<file path="config.mk">
export PLATFORM = sky130hd
export DESIGN_NAME = vga_pattern_source
export DESIGN_NICKNAME = d
export VERILOG_FILES = /design/src/rtl/vga_timing_pkg.sv /design/src/rtl/vga_timing.sv /design/src/rtl/vga_pattern_source.sv
export SDC_FILE = /design/constraint.sdc
export NUM_CORES = 1
export LEC_CHECK = 0
export CORE_UTILIZATION = 45
export CTS_CLUSTER_DIAMETER = 50
export DETAILED_ROUTE_END_ITERATION = 12
export GPL_TIMING_DRIVEN = 0
export PLACE_DENSITY_LB_ADDON = 0.15
export SLEW_MARGIN = 10
export SYNTH_ARGS = -nofsm -noshare
export SYNTH_HDL_FRONTEND = slang
export SYNTH_SLANG_ARGS = --single-unit
</file>
<file path="constraint.sdc">
create_clock -name VGA_CLK -period 3.8 [get_ports VGA_CLK]
set_input_delay 0.57 -clock VGA_CLK [delete_from_list [all_inputs] [get_ports VGA_CLK]]
set_output_delay 0.57 -clock VGA_CLK [all_outputs]
set_load 0.01 [all_outputs]
</file>
<file path="src/rtl/vga_timing_pkg.sv">
// Shared constants, pattern encoding and the colour-bar table for the
// synthetic VGA source.
package vga_timing_pkg;

  localparam int WIDTH  = 800;
  localparam int HEIGHT = 480;
  localparam int H_FP   = 40;
  localparam int H_SYNC = 48;
  localparam int H_BP   = 40;
  localparam int V_FP   = 13;
  localparam int V_SYNC = 3;
  localparam int V_BP   = 29;
  localparam int BOX    = 32;

  localparam int H_TOTAL      = WIDTH + H_FP + H_SYNC + H_BP;
  localparam int V_TOTAL      = HEIGHT + V_FP + V_SYNC + V_BP;
  localparam int H_SYNC_START = WIDTH + H_FP;
  localparam int H_SYNC_END   = H_SYNC_START + H_SYNC;
  localparam int V_SYNC_START = HEIGHT + V_FP;
  localparam int V_SYNC_END   = V_SYNC_START + V_SYNC;

  // Counters are kept 10 bits wide so the ramp can always take h_cnt[9:2].
  localparam int CNT_W = 10;

  typedef enum logic [1:0] {
    PAT_BARS    = 2'd0,
    PAT_RAMP    = 2'd1,
    PAT_CHECKER = 2'd2,
    PAT_BOX     = 2'd3
  } pattern_t;

  typedef struct packed {
    logic [7:0] r;
    logic [7:0] g;
    logic [7:0] b;
  } rgb_t;

  localparam logic [0:7][23:0] BAR_TABLE = {
    24'hFFFFFF, 24'hFFFF00, 24'h00FFFF, 24'h00FF00,
    24'hFF00FF, 24'hFF0000, 24'h0000FF, 24'h000000
  };

endpackage

</file>
<file path="src/rtl/vga_timing.sv">
// Horizontal/vertical counters with combinational sync, blank and
// end-of-frame decode of the current counter state.
module vga_timing #(
  parameter int WIDTH  = vga_timing_pkg::WIDTH,
  parameter int HEIGHT = vga_timing_pkg::HEIGHT,
  parameter int H_FP   = vga_timing_pkg::H_FP,
  parameter int H_SYNC = vga_timing_pkg::H_SYNC,
  parameter int H_BP   = vga_timing_pkg::H_BP,
  parameter int V_FP   = vga_timing_pkg::V_FP,
  parameter int V_SYNC = vga_timing_pkg::V_SYNC,
  parameter int V_BP   = vga_timing_pkg::V_BP
) (
  input  logic                             clk,
  input  logic                             rst_n,
  output logic [vga_timing_pkg::CNT_W-1:0] h_cnt,
  output logic [vga_timing_pkg::CNT_W-1:0] v_cnt,
  output logic                             hs_n,
  output logic                             vs_n,
  output logic                             blank_n,
  output logic                             first_pixel,
  output logic                             end_of_frame
);
  import vga_timing_pkg::*;

  localparam logic [CNT_W-1:0] H_LAST   = CNT_W'(WIDTH + H_FP + H_SYNC + H_BP - 1);
  localparam logic [CNT_W-1:0] V_LAST   = CNT_W'(HEIGHT + V_FP + V_SYNC + V_BP - 1);
  localparam logic [CNT_W-1:0] HS_START = CNT_W'(WIDTH + H_FP);
  localparam logic [CNT_W-1:0] HS_END   = CNT_W'(WIDTH + H_FP + H_SYNC);
  localparam logic [CNT_W-1:0] VS_START = CNT_W'(HEIGHT + V_FP);
  localparam logic [CNT_W-1:0] VS_END   = CNT_W'(HEIGHT + V_FP + V_SYNC);
  localparam logic [CNT_W-1:0] H_ACT    = CNT_W'(WIDTH);
  localparam logic [CNT_W-1:0] V_ACT    = CNT_W'(HEIGHT);

  logic [CNT_W-1:0] h_cnt_q, h_cnt_d;
  logic [CNT_W-1:0] v_cnt_q, v_cnt_d;
  logic             end_of_line;

  always_comb begin
    end_of_line  = (h_cnt_q == H_LAST);
    end_of_frame = end_of_line && (v_cnt_q == V_LAST);
    h_cnt_d      = end_of_line ? '0 : h_cnt_q + CNT_W'(1);
    v_cnt_d      = v_cnt_q;
    if (end_of_frame) begin
      v_cnt_d = '0;
    end else if (end_of_line) begin
      v_cnt_d = v_cnt_q + CNT_W'(1);
    end
  end

  always_ff @(posedge clk or negedge rst_n) begin
    if (!rst_n) begin
      h_cnt_q <= '0;
      v_cnt_q <= '0;
    end else begin
      h_cnt_q <= h_cnt_d;
      v_cnt_q <= v_cnt_d;
    end
  end

  assign h_cnt       = h_cnt_q;
  assign v_cnt       = v_cnt_q;
  assign hs_n        = !((h_cnt_q >= HS_START) && (h_cnt_q < HS_END));
  assign vs_n        = !((v_cnt_q >= VS_START) && (v_cnt_q < VS_END));
  assign blank_n     = (h_cnt_q < H_ACT) && (v_cnt_q < V_ACT);
  assign first_pixel = (h_cnt_q == '0) && (v_cnt_q == '0);

endmodule

</file>
<file path="src/rtl/vga_pattern_source.sv">
// Synthetic VGA source: timing generator plus a frame-latched pattern
// select and a single registered output stage for colour and sync.
module vga_pattern_source #(
  parameter int WIDTH  = vga_timing_pkg::WIDTH,
  parameter int HEIGHT = vga_timing_pkg::HEIGHT,
  parameter int H_FP   = vga_timing_pkg::H_FP,
  parameter int H_SYNC = vga_timing_pkg::H_SYNC,
  parameter int H_BP   = vga_timing_pkg::H_BP,
  parameter int V_FP   = vga_timing_pkg::V_FP,
  parameter int V_SYNC = vga_timing_pkg::V_SYNC,
  parameter int V_BP   = vga_timing_pkg::V_BP,
  parameter int BOX    = vga_timing_pkg::BOX
) (
  input  logic        VGA_CLK,
  input  logic        reset_n,
  input  logic [1:0]  pattern,
  output logic [7:0]  oVGA_R,
  output logic [7:0]  oVGA_G,
  output logic [7:0]  oVGA_B,
  output logic        oVGA_HS,
  output logic        oVGA_VS,
  output logic        oVGA_SYNC_N,
  output logic        oVGA_BLANK_N,
  output logic        frame_start,
  output logic [15:0] frame_count
);
  import vga_timing_pkg::*;

  localparam logic [CNT_W-1:0] BAR_W      = CNT_W'(WIDTH / 8);
  localparam logic [CNT_W-1:0] BOX_C      = CNT_W'(BOX);
  localparam logic [CNT_W-1:0] BOX_X_LAST = CNT_W'(WIDTH - BOX);
  localparam logic [CNT_W-1:0] BOX_Y0     = CNT_W'(HEIGHT / 2 - BOX / 2);
  localparam logic [CNT_W-1:0] BOX_Y1     = CNT_W'(HEIGHT / 2 + BOX / 2);
  localparam rgb_t             WHITE      = 24'hFFFFFF;
  localparam rgb_t             BLACK      = 24'h000000;
  localparam rgb_t             BOX_BG     = 24'h000080;

  logic [CNT_W-1:0] h_cnt, v_cnt;
  logic             hs_n, vs_n, blank_n, first_pixel, end_of_frame;

  pattern_t         pat_q, pat_d, pat_cur;
  logic [CNT_W-1:0] box_x_q, box_x_d;
  logic [15:0]      frame_count_q, frame_count_d;
  rgb_t             rgb_q, rgb_d, pixel;
  logic             hs_q, hs_d, vs_q, vs_d, blank_n_q, blank_n_d;
  logic             frame_start_q, frame_start_d;
  logic [2:0]       bar_idx;
  logic             in_box;

  vga_timing #(
    .WIDTH  (WIDTH),
    .HEIGHT (HEIGHT),
    .H_FP   (H_FP),
    .H_SYNC (H_SYNC),
    .H_BP   (H_BP),
    .V_FP   (V_FP),
    .V_SYNC (V_SYNC),
    .V_BP   (V_BP)
  ) u_timing (
    .clk          (VGA_CLK),
    .rst_n        (reset_n),
    .h_cnt        (h_cnt),
    .v_cnt        (v_cnt),
    .hs_n         (hs_n),
    .vs_n         (vs_n),
    .blank_n      (blank_n),
    .first_pixel  (first_pixel),
    .end_of_frame (end_of_frame)
  );

  // Pixel (0,0) uses the live select so the whole frame sees the same pattern.
  always_comb begin
    pat_cur = first_pixel ? pattern_t'(pattern) : pat_q;
    pat_d   = pat_cur;
    bar_idx = 3'(h_cnt / BAR_W);
    in_box  = (h_cnt >= box_x_q) && (h_cnt < box_x_q + BOX_C) &&
              (v_cnt >= BOX_Y0) && (v_cnt < BOX_Y1);
    case (pat_cur)
      PAT_BARS:    pixel = rgb_t'(BAR_TABLE[bar_idx]);
      PAT_RAMP:    pixel = {h_cnt[9:2], h_cnt[9:2], h_cnt[9:2]};
      PAT_CHECKER: pixel = (h_cnt[4] ^ v_cnt[4]) ? WHITE : BLACK;
      PAT_BOX:     pixel = in_box ? WHITE : BOX_BG;
      default:     pixel = BLACK;
    endcase
    rgb_d         = blank_n ? pixel : BLACK;
    hs_d          = hs_n;
    vs_d          = vs_n;
    blank_n_d     = blank_n;
    frame_start_d = first_pixel;
  end

  always_comb begin
    box_x_d       = box_x_q;
    frame_count_d = frame_count_q;
    if (end_of_frame) begin
      box_x_d       = (box_x_q == BOX_X_LAST) ? '0 : box_x_q + CNT_W'(1);
      frame_count_d = frame_count_q + 16'd1;
    end
  end

  always_ff @(posedge VGA_CLK or negedge reset_n) begin
    if (!reset_n) begin
      pat_q         <= PAT_BARS;
      box_x_q       <= '0;
      frame_count_q <= '0;
      rgb_q         <= BLACK;
      hs_q          <= 1'b1;
      vs_q          <= 1'b1;
      blank_n_q     <= 1'b0;
      frame_start_q <= 1'b0;
    end else begin
      pat_q         <= pat_d;
      box_x_q       <= box_x_d;
      frame_count_q <= frame_count_d;
      rgb_q         <= rgb_d;
      hs_q          <= hs_d;
      vs_q          <= vs_d;
      blank_n_q     <= blank_n_d;
      frame_start_q <= frame_start_d;
    end
  end

  assign oVGA_R       = rgb_q.r;
  assign oVGA_G       = rgb_q.g;
  assign oVGA_B       = rgb_q.b;
  assign oVGA_HS      = hs_q;
  assign oVGA_VS      = vs_q;
  assign oVGA_SYNC_N  = 1'b0;
  assign oVGA_BLANK_N = blank_n_q;
  assign frame_start  = frame_start_q;
  assign frame_count  = frame_count_q;

endmodule

</file>
==> reports/results.txt, run 1 <==
outcome: finished clean
Net Sw Power: 362 uW
Chip Width: 99.4 microns
Clock transition at path regs: 80 ps
post-cts sizing count: 0
R2R setup slack: 490 ps
n_diodes: 0
Syn Nets: 482
RSZ-0062 raised after global routing: false
Comb pwr share: 5.4%
GR Overflow Total: 0
largest net degree at the start of global routing: 40
vias in the first global route: 3352
Final min period: 3310 ps
max_cap viols: 0
peak supply drop: 0.000146 V
Final GP Congestion: 0.887
initial core utilization: 46.2%
min-delay worst type: in -> async
clock group share of total power: 37.8%
DP Area: 4920 sq um
CTS tree: built
DR DRC count: 0
worst-skew pair later-pin latency: 350 ps
Synth Flop Type: dfrtp_1
Arr. time, crit path: 3550 ps
endpoint type of the worst setup path: register
core footprint: 9240 sq um
Post-synth top cells: 74 x dfrtp_1, 48 x nor2_1, 39 x nand2_1
initial antenna violation count: 0
DP Cell Count: 630
Cell variety after synth: 68
Power, Total: 1460 uW
Reg power frac: 56.9%
Design Area, Final: 5090 sq um
CTS Buf Count: 9
Post-synth ARST share: 100%
Worst Skew: 13.0 ps
CTS max path bufs: 2
vias: 3572
Total Wirelength: 10.1 mm
fin worst setup slack: 488 ps
register bit count reported by yosys: 76
quantity of I/O buffers inserted on ports: 47
H-tree levels: 3
most common cell in the synthesized netlist: dfrtp_1
gr usage total: 21.7%
sequential area share after synthesis: 44.6%
Fin. Hold Viols: 0
Routed Antenna Nets: 0
Initial DRC Count: 219
Worst setup SP type: register
Non-Filler Instances: 646
Die H: 99.4 microns
Slew Limit Fails: 0
hpwl dp: 7.35 mm
fmax: 302 MHz
slew margin rel.: 30.5%
Final Core Density: 55.1%
R2R Path End: frame_count[11]
area leader, netlist: dfrtp_1
Post-Syn Instances: 453
mapped cell area: 4270 sq um
Die Area: 9890 sq um
final setup vio count: 0
via-per-instance ratio: 5.53
Post-synth EDFFs: 0
CP Max Fanout: 10
CTS Hold Bufs: 0
r2r worst-path depth: 9
Slew @ Worst Pin: 1030 ps
row count: 35
CP Class: reg -> reg
CTS Root Cell: clkbuf_8
Synthesis Warnings: 0
fillcell total: 840
P per Cell Area: 286 nW/um^2
Nets: 541
first-pass GRT wire length: 16.8 mm
Syn Area/Cell: 9.43 sq um
Sw Share: 24.8%
Reg-to-Reg Start: u_timing.h_cnt[9]
Leak: 0.00208 uW
share of the synthesized area in the top cell type: 43.3%
routed length per instance: 15.6 microns
Setup Buffers After CTS: 0
IO Pins: 49
Area contributors post-synth: dfrtp_1 43%, ha_1 7.3%, xnor2_1 5.9%, nor2_1 4.2%, nand2_1 3.4%
layout cells sized above 1: 6.96%
CP required: 4040 ps
synthesis-to-layout area growth: 19.2%
Tcrit/Tclk final: 87.1%
total area of sequential cells: 1900 sq um
Place WS: 522 ps
first-pass detailed-route iteration total: 4
area of the multi-input gates: 2180 sq um
Internal: 1090 uW
clk sinks: 76
[cell usage in the layout (no fill, tap or decap), types with 3 or more instances in the layout]
master / n
buf_2: 6
and3b_1: 3
dfrtp_1: 74
or3_1: 7
inv_1: 25
clkbuf_1: 12
a31oi_1: 4
o31ai_1: 5
nor2_1: 48
mux2i_1: 3
xnor2_1: 29
nor3_1: 13
nor4_1: 5
clkdlybuf4s50_1: 46
clkinvlp_4: 3
nand2_1: 39
nand4_1: 10
clkbuf_8: 9
o21a_1: 3
a21oi_1: 16
xor2_1: 6
nand2b_1: 5
ha_1: 25
nor2b_1: 6
nand3_1: 19
and3_1: 5
o21ai_0: 24
nand3b_1: 4
[worst max path at each step]
stage	start	to	slack, ps	cells past startpoint
after global placement	reset_n	box_x_q[1]	-410	1
final	u_timing.h_cnt[9]	frame_count[11]	490	9
after detailed placement	u_timing.h_cnt[5]	frame_count[11]	520	9
after floorplan	u_timing.v_cnt[0]	oVGA_G[0]	1170	9
after global routing	u_timing.h_cnt[9]	frame_count[11]	200	9
after CTS	u_timing.h_cnt[5]	frame_count[11]	500	9
[cells by family after synthesis]
group / count (synthesis) / share of synthesized area, %
fa+ha+maj: 26 / 7.55
buf+inv: 44 / 4.30
compound gates: 88 / 13.9
other cells: 1 / 0.0878
mux: 5 / 1.23
xor+xnor: 35 / 7.17
simple gates: 178 / 21.1
flops: 76 / 44.6
[critical path: stages (launching register included)]
cell and delay, ps:
dfrtp_1 530, clkbuf_1 340, nand3_1 180, nor4_1 820, and2_1 230, clkbuf_1 280, nand4_1 230, nor2_1 280
nand4_1 150, xnor2_1 140
[final cells by class]
cell class | count | area share (%)
plain buffers | 19 | 1.77
clock buffers | 10 | 2.51
clock inverters | 6 | 0.811
inverters | 25 | 1.84
multi-input cells | 333 | 42.9
flip-flops and latches | 76 | 37.4
well taps | 129 | 3.17
repair buffers | 48 | 9.58
[flip-flops by register name (all words and copies together), names as in the netlist]
name,count
box_x_q,10
frame_count,16
frame_start,1
oVGA_B,8
oVGA_BLANK_N,1
oVGA_G,8
oVGA_HS,1
oVGA_R,8
oVGA_VS,1
pat_q,2
u_timing.h_cnt,10
u_timing.v_cnt,10
[power groups by stage]
stage                     sequential [uW]  combinational (uW)  clock [uW]
after global routing                  830                87.3         599
after CTS                             828                79.8         564
final                                 828                77.9         550
after detailed placement              844                79.6           0
after global placement                844                76.1           0
after floorplan                       851                17.8           0
[stage by stage]
stage | TNS, ps | hold slack [ps]
after CTS | 0 | 183
after detailed placement | 0 | 467
final | 0 | 175
after global placement | -30270 | 461
after global routing | 0 | 198
after floorplan | 0 | 274
[per-layer routing]
layer	track usage [%]	part of all wire [%]	up-vias	wire [microns]
li1	-	-	1712	-
met1	29.6	47	1757	4710
met2	34.5	47	86	4770
met3	3.51	4.0	17	404
met4	9.05	2.0	0	202
met5	0	0	-	0
(Power assumes the default switching activity.)
==> run 2: changes to the inputs <==
SKIP_CTS_REPAIR_TIMING = 1   (was not set)
==> results of run 2 <==
Final layout, timing and power as in run 1 (identical DEF).
==> run 3: changes to the inputs <==
clock period = 4 ns   (was 3.8 ns; I/O delays follow)
==> results of run 3 <==
The final DEF is identical to that of run 1. Status: finished clean.
Among the figures that moved: setup slack after placement 522 ps -> 722 ps; setup slack after layout 488 ps -> 688 ps; hold slack 175 ps -> 205 ps; register-to-register setup slack 490 ps -> 690 ps; total power 1460 uW -> 1380 uW; worst IR drop on VDD 0.000146 V -> 0.000138 V
